`src/rtl/memory_arbiter_2port.sv`:
```
// Two-requester round-robin sequencer for a single-port register memory.
// Commands are latched at grant, issued once, and acknowledged with a one-cycle pulse.
module memory_arbiter_2port #(
  parameter int AW     = 3,
  parameter int DW     = 8,
  parameter int RD_LAT = 1
) (
  input  logic          clk,
  input  logic          rst,
  input  logic          a_req,
  input  logic          a_we,
  input  logic [AW-1:0] a_addr,
  input  logic [DW-1:0] a_din,
  output logic          a_ack,
  output logic [DW-1:0] a_rdata,
  input  logic          b_req,
  input  logic          b_we,
  input  logic [AW-1:0] b_addr,
  input  logic [DW-1:0] b_din,
  output logic          b_ack,
  output logic [DW-1:0] b_rdata,
  output logic          mem_we,
  output logic [AW-1:0] mem_addr,
  output logic [DW-1:0] mem_din,
  input  logic [DW-1:0] mem_dout,
  output logic          busy
);

  typedef enum logic [1:0] {IDLE, ACCESS, WAIT, DONE} state_t;

  // WAIT spans RD_LAT cycles; read data is captured in the last one
  localparam logic [2:0] CNT_LAST = 3'(RD_LAT - 1);

  state_t          state_reg, state_next;
  logic            cmd_id_reg;   // 0 = A, 1 = B
  logic            cmd_we_reg;
  logic [AW-1:0]   cmd_addr_reg;
  logic [DW-1:0]   cmd_din_reg;
  logic            prio_reg;     // 0 = A wins a tie, 1 = B wins a tie
  logic [2:0]      cnt_reg;
  logic [DW-1:0]   a_rdata_reg, b_rdata_reg;
  logic            grant_b;

  assign grant_b = b_req & (~a_req | prio_reg);

  // State register
  always_ff @(posedge clk or negedge rst) begin
    if (!rst) begin
      state_reg <= IDLE;
    end else begin
      state_reg <= state_next;
    end
  end

  // Next-state logic
  always_comb begin
    state_next = state_reg;
    case (state_reg)
      IDLE:    if (a_req || b_req) state_next = ACCESS;
      ACCESS:  state_next = cmd_we_reg ? DONE : WAIT;
      WAIT:    if (cnt_reg == CNT_LAST) state_next = DONE;
      DONE:    state_next = IDLE;
      default: state_next = IDLE;
    endcase
  end

  // Command, priority, wait counter and read-data registers
  always_ff @(posedge clk or negedge rst) begin
    if (!rst) begin
      cmd_id_reg   <= 1'b0;
      cmd_we_reg   <= 1'b0;
      cmd_addr_reg <= '0;
      cmd_din_reg  <= '0;
      prio_reg     <= 1'b0;
      cnt_reg      <= '0;
      a_rdata_reg  <= '0;
      b_rdata_reg  <= '0;
    end else begin
      case (state_reg)
        IDLE: begin
          if (a_req || b_req) begin
            cmd_id_reg   <= grant_b;
            cmd_we_reg   <= grant_b ? b_we   : a_we;
            cmd_addr_reg <= grant_b ? b_addr : a_addr;
            cmd_din_reg  <= grant_b ? b_din  : a_din;
          end
        end
        ACCESS: cnt_reg <= '0;
        WAIT: begin
          cnt_reg <= cnt_reg + 3'd1;
          if (cnt_reg == CNT_LAST) begin
            if (cmd_id_reg) b_rdata_reg <= mem_dout;
            else            a_rdata_reg <= mem_dout;
          end
        end
        DONE: prio_reg <= ~cmd_id_reg;
        default: ;
      endcase
    end
  end

  // Outputs
  always_comb begin
    busy   = (state_reg != IDLE);
    mem_we = (state_reg == ACCESS) && cmd_we_reg;
    a_ack  = (state_reg == DONE) && !cmd_id_reg;
    b_ack  = (state_reg == DONE) &&  cmd_id_reg;
  end

  // The memory port follows the latched command, so it holds between transactions
  assign mem_addr = cmd_addr_reg;
  assign mem_din  = cmd_din_reg;
  assign a_rdata  = a_rdata_reg;
  assign b_rdata  = b_rdata_reg;

endmodule

```
`config.mk`:
```
export PLATFORM = sky130hd
export DESIGN_NAME = memory_arbiter_2port
export DESIGN_NICKNAME = d
export VERILOG_FILES = /design/src/rtl/memory_arbiter_2port.sv
export SDC_FILE = /design/constraint.sdc
export NUM_CORES = 1
export LEC_CHECK = 0
export CORE_ASPECT_RATIO = 1.4
export CORE_UTILIZATION = 43
export DETAILED_ROUTE_END_ITERATION = 6
export GPL_ROUTABILITY_DRIVEN = 0
export PLACE_DENSITY = 0.82
export SLEW_MARGIN = 20
export SYNTH_ARGS = -nofsm -noshare
export SYNTH_HDL_FRONTEND = slang
export SYNTH_SLANG_ARGS = --single-unit
```
`constraint.sdc`:
```
create_clock -name clk -period 2.9 [get_ports clk]
set_clock_uncertainty 0.1 [all_clocks]
set_input_delay 0.58 -clock clk [delete_from_list [all_inputs] [get_ports clk]]
set_output_delay 0.58 -clock clk [all_outputs]
set_load 0.05 [all_outputs]
```
==> impl_metrics.json, run 1 <==
{
  "reg2regPathDepth": 4,
  "h-tree-depth": 2,
  "critPathMaxFanout": 5,
  "synth_top_flop_cell": "dfrtp_1",
  "postLayoutCellArea_sq_um": 2396,
  "power_mw": 3.117,
  "syn_inst": 145,
  "hold_buffers": 0,
  "synth_top_area_cell": "dfrtp_1",
  "timing.slew.headroom_pct": 50.63,
  "timing.hold.ws_ns": 0.4059,
  "layoutNonFillerInstCount": 257,
  "rrSetupSlack_ns": 0.98,
  "synth.avg_cell_area_sq_um": 11.16,
  "synthTopCellsByArea": "dfrtp_1, mux2_2, a31oi_1",
  "pre_cts_ws_ns": 0.5297,
  "ant_nets": 0,
  "syn_to_final_growth_pct": 48.11,
  "syn_area_sq_um": 1618,
  "r2r_start": "state_reg[0]",
  "fin_crit_sh_pct": 93.23,
  "cts-root-buf": "clkbuf_8",
  "utilization_pct": 66.35,
  "die_w_um": 53.84,
  "p_leak_nw": 0.9973,
  "final_max_slew_viol_count": 0,
  "clock_sinks": 35,
  "status": "complete, no violations",
  "worstReg2RegEnd": "cmd_id_reg",
  "critPathLaunchType": "register",
  "drive_gt1_share_pct": 13.95,
  "antenna_found_initial": 0,
  "vias": 1369,
  "p_int_mw": 1.613,
  "rows": 26,
  "post_cts_buffers": 0,
  "max_freq_mhz": 369.9,
  "max_stage_delay_ns": 0.83,
  "fin_nets": 256,
  "worst_ep_required_time_ns": 2.22,
  "peakVddDrop_uv": 793.4,
  "ys_ff_latch": 35,
  "start_util_pct": 44.80,
  "hold_viol": 0,
  "io_buffers": 66,
  "dr.first_iter.drc_count": 34,
  "pwr-share-seq_pct": 27.9,
  "track_usage_pct": 21.08,
  "yosysMostFrequentCell": "dfrtp_1",
  "path_cells": "inv_1 > ha_1 > inv_1 > clkdlybuf4s50_1",
  "grt_pass1_wl_um": 5996,
  "core_area_sq_um": 3611,
  "remaining_drc_errors": 0,
  "dieArea_sq_um": 4015,
  "p_switching_mw": 1.504,
  "first_pass_iters": 4,
  "antenna_cells": 0,
  "pwr-share-clk_pct": 10.5,
  "timing.critical_path.mode_cell": "inv_1",
  "numCtsBuffers": 5,
  "gr-total-overflow": 0,
  "synth_commonest_cells": "dfrtp_1, mux2_2, nor2_1, o21ai_0, nand3_1",
  "clk_pin_slew_ns": 0.07,
  "cts_tree": "built",
  "wl_per_cell_um": 14.50,
  "min_path_type": "register to register",
  "tightest_slew_ns": 0.7406,
  "synth.top_cell.area_share_pct": 54.14,
  "post_cts_resize_count": 0,
  "synthArstFlopShare_pct": 100.0,
  "dpl.hpwl_um": 2862,
  "cap_violations": 0,
  "sw_frac_of_total_pct": 48.27,
  "yosysSeqAreaShare_pct": 54.14,
  "ioPinCount": 67,
  "dp.cells": 249,
  "worstPathArrival_ns": 2.02,
  "via_per_inst": 5.327,
  "min_to": "a_rdata[2]",
  "synth_fp_nets": 187,
  "period_needed_ns": 2.704,
  "yosys_warnings": 0,
  "rsz0062_at_grt": "no",
  "crit_slowest_cell": "clkdlybuf4s50_1",
  "routed_wl_um": 3726,
  "power_density_nw_per_um2": 1301,
  "worst_slack_ns": 0.1964,
  "placed_cell_area_sq_um": 2315,
  "setup_tns_ns": 0,
  "hold_depth": 1,
  "synth.distinct_cells": 25,
  "setup_viol": 0,
  "synth_edf_count": 0,
  "clock_latency_ns": 0.28,
  "endpoint_kind": "primary output",
  "worstHoldStart": "a_rdata[2]",
  "grt_pass1_vias": 1355,
  "die_h_um": 74.58,
  "p_comb_share_pct": 61.7,
  "grt_max_degree": 36,
  "critPathKind": "register to primary output",
  "clockBufferDepth": 2
}
-- cell type report --
cell class              instances  area (sq um)
fillers                       271          1215
flip-flops and latches         35         875.8
repair buffers                 69         683.2
multi-input cells              95         673.1
clock buffers                   7         76.32
well taps                      42         52.55
inverters                       8         30.03
clock inverters                 1         5.005
-- power groups by stage --
stage	clock, mW	combinational (mW)	sequential [mW]
after floorplan	0	0.651	1.53
after global placement	0	1.88	0.861
after detailed placement	0	1.92	0.878
after CTS	0.340	1.93	0.871
after global routing	0.362	2.04	0.895
final	0.326	1.92	0.869
-- worst max-delay path: cells and delay by family, from the launching register on --
kind                     cells  cell delay [ns]
flip-flops                   1             0.44
adder cells (fa/ha/maj)      1             0.26
buffers and inverters        3             1.05
-- metal layers --
layer,global-route usage (%),vias up,routed length (um)
met1,21.73,638,1377
met3,7.975,6,369
met2,36.35,76,1910
met5,0,-,0
met4,10.23,0,68
li1,-,649,-
-- placed cells by master, fill, tap and decap left out, drive strengths merged --
master	synthesis	layout
nand3	15	15
a211o	1	1
o21a	1	1
clkbuf	3	7
and3	1	1
a22o	1	1
nor2b	3	3
a21oi	1	1
clkinv	0	1
ha	6	6
a32o	1	1
a31oi	12	12
o32ai	1	1
buf	4	3
inv	8	8
nor2	15	15
mux2	17	17
clkdlybuf4s50	0	66
dfrtp	35	35
o21ai	15	15
nand2b	2	2
a22oi	1	1
and2	2	2
-- worst max path at each step --
stage                 start  endpoint  slack [ns]
6_report       state_reg[0]      busy        0.20
3_3_place_gp   state_reg[0]      busy        0.61
2_1_floorplan  state_reg[0]     a_ack        0.94
4_1_cts        state_reg[0]      busy        0.20
3_5_place_dp   state_reg[0]      busy        0.53
5_1_grt        state_reg[0]      busy        0.12
-- cells by family after synthesis --
kind of cell,count (synthesis),synth area share (%)
mux,17,11.83
simple gates,38,12.30
buf+inv,15,4.253
flops,35,54.14
compound gates,34,12.84
fa+ha+maj,6,4.640
Note: power is estimated with default switching activity, not from simulation.
==> run 2, diff against run 1 <==
--- a/config.mk
+++ b/config.mk
@@ -8,7 +8,6 @@
 export CORE_ASPECT_RATIO = 1.4
 export CORE_UTILIZATION = 43
 export DETAILED_ROUTE_END_ITERATION = 6
-export GPL_ROUTABILITY_DRIVEN = 0
 export PLACE_DENSITY = 0.82
 export SLEW_MARGIN = 20
 export SYNTH_ARGS = -nofsm -noshare
==> results of run 2 <==
Final layout, timing and power as in run 1 (identical DEF).
==> run 3, diff against run 2 <==
--- a/config.mk
+++ b/config.mk
@@ -8,6 +8,7 @@
 export CORE_ASPECT_RATIO = 1.4
 export CORE_UTILIZATION = 43
 export DETAILED_ROUTE_END_ITERATION = 6
+export MAX_ROUTING_LAYER = met4
 export PLACE_DENSITY = 0.82
 export SLEW_MARGIN = 20
 export SYNTH_ARGS = -nofsm -noshare
==> run 3 against run 2 <==
Critical path type unchanged; utilization unchanged; global-route usage up 0.65 points; worst hold slack unchanged; sequential cell count unchanged; sequential share of layout area unchanged; worst setup slack worse by 0.010 ns; power about the same; cell count unchanged; clock power about the same; register-to-register slack better by 0.02 ns.
==> impl_metrics.json, run 3 (synthesis gave the netlist of run 1 again) <==
{
  "wl_per_cell_um": 14.48,
  "period_needed_ns": 2.714,
  "dpl.hpwl_um": 2862,
  "gr-total-overflow": 0,
  "numCtsBuffers": 5,
  "hold_viol": 0,
  "dp.cells": 249,
  "timing.slew.headroom_pct": 51.64,
  "setup_tns_ns": 0,
  "first_pass_iters": 4,
  "cap_violations": 0,
  "ioPinCount": 67,
  "start_util_pct": 44.80,
  "die_h_um": 74.58,
  "cts-root-buf": "clkbuf_8",
  "layout_commonest_cell": "clkdlybuf4s50_1",
  "power_density_nw_per_um2": 1301,
  "grt_pass1_vias": 1355,
  "rsz0062_at_grt": "no",
  "io_buffers": 66,
  "drive_gt1_share_pct": 13.95,
  "ant_nets": 0,
  "grt_pass1_wl_um": 5996,
  "antenna_cells": 0,
  "post_cts_buffers": 0,
  "fin_crit_sh_pct": 93.58,
  "final_max_slew_viol_count": 0,
  "dr.first_iter.drc_count": 33,
  "post_cts_resize_count": 0,
  "min_path_type": "register to register",
  "critPathLaunchType": "register",
  "grt_max_degree": 36,
  "cts_tree": "built",
  "syn_to_final_growth_pct": 48.11,
  "gp_congestion": 0.7539,
  "critPathMaxFanout": 5,
  "final_cell_mix": "clkdlybuf4s50_1, dfrtp_1, mux2_2, o21ai_0, nor2_1",
  "rows": 26,
  "worst_ep_required_time_ns": 2.22,
  "core_area_sq_um": 3611,
  "clock_sinks": 35,
  "hold_buffers": 0,
  "track_usage_pct": 21.73,
  "antenna_found_initial": 0,
  "status": "complete, no violations",
  "routed_wl_um": 3721,
  "clock_latency_ns": 0.28,
  "h-tree-depth": 2,
  "p_leak_nw": 0.9973,
  "remaining_drc_errors": 0,
  "clockBufferDepth": 2,
  "max_freq_mhz": 368.5,
  "vias": 1370,
  "setup_viol": 0,
  "die_w_um": 53.84,
  "clk_pin_slew_ns": 0.07,
  "fin_nets": 256,
  "layoutNonFillerInstCount": 257,
  "dieArea_sq_um": 4015,
  "fill_cells": 271,
  "via_per_inst": 5.331,
  "worstPathArrival_ns": 2.03,
  "peakVddDrop_uv": 793.9,
  "tightest_slew_ns": 0.7255,
  "endpoint_kind": "primary output",
  "critPathKind": "register to primary output"
}
==> run 3: through the flow <==
step	power, mW	utilization (%)	setup slack, ns	instance area, sq um	hold slack [ns]
3_3_place_gp	2.744	64.10	0.6091	2315	0.3867
3_5_place_dp	2.801	64.10	0.5297	2315	0.3920
2_1_floorplan	2.182	-	0.9385	1618	0.1844
5_1_grt	3.297	66.35	0.1280	2396	0.4249
6_report	3.116	66.35	0.1863	2396	0.4059
4_1_cts	3.142	66.35	0.2024	2396	0.4054
==> run 3: power by group <==
group          switching, mW  leakage [nW]  internal, mW  total, mW
combinational           1.21         0.547         0.714       1.92
sequential             0.138         0.409         0.730      0.868
clock                  0.159        0.0422         0.168      0.327
total                   1.50         0.997          1.61       3.12
==> run 3: final timing paths <==
check                              from    endpoint  slack (ns)  cells past startpoint
max                        state_reg[0]        busy        0.19                      4
min reg2reg                  a_rdata[2]  a_rdata[2]        0.41                      1
min                          a_rdata[2]  a_rdata[2]        0.41                      1
max reg2reg                state_reg[0]  cmd_id_reg        1.00                      4
min in group asynchronous           rst  a_rdata[3]        0.60                      2
max in group asynchronous           rst  a_rdata[4]        1.79                      2
==> run 3: cell type report <==
class,count,area [sq um],share of cell area (%)
Clock buffer,7,76.32,3.185
Clock inverter,1,5.005,0.2089
Inverter,8,30.03,1.253
Multi-Input combinational cell,95,673.1,28.09
Sequential cell,35,875.8,36.55
Tap cell,42,52.55,2.193
Timing Repair Buffer,69,683.2,28.51
==> run 3: per-layer routing <==
metal | share of wire (%) | global-route usage [%] | wire length [um]
met5 | 0 | - | 0
met3 | 10 | 7.157 | 384
met4 | 1.8 | 10.23 | 68
met1 | 37 | 22.25 | 1370
met2 | 51 | 36.35 | 1898
==> run 3: critical path: stages, from the launching register on <==
cell             delay [ns]
dfrtp_1                0.44
inv_1                  0.10
ha_1                   0.26
inv_1                  0.12
clkdlybuf4s50_1        0.83
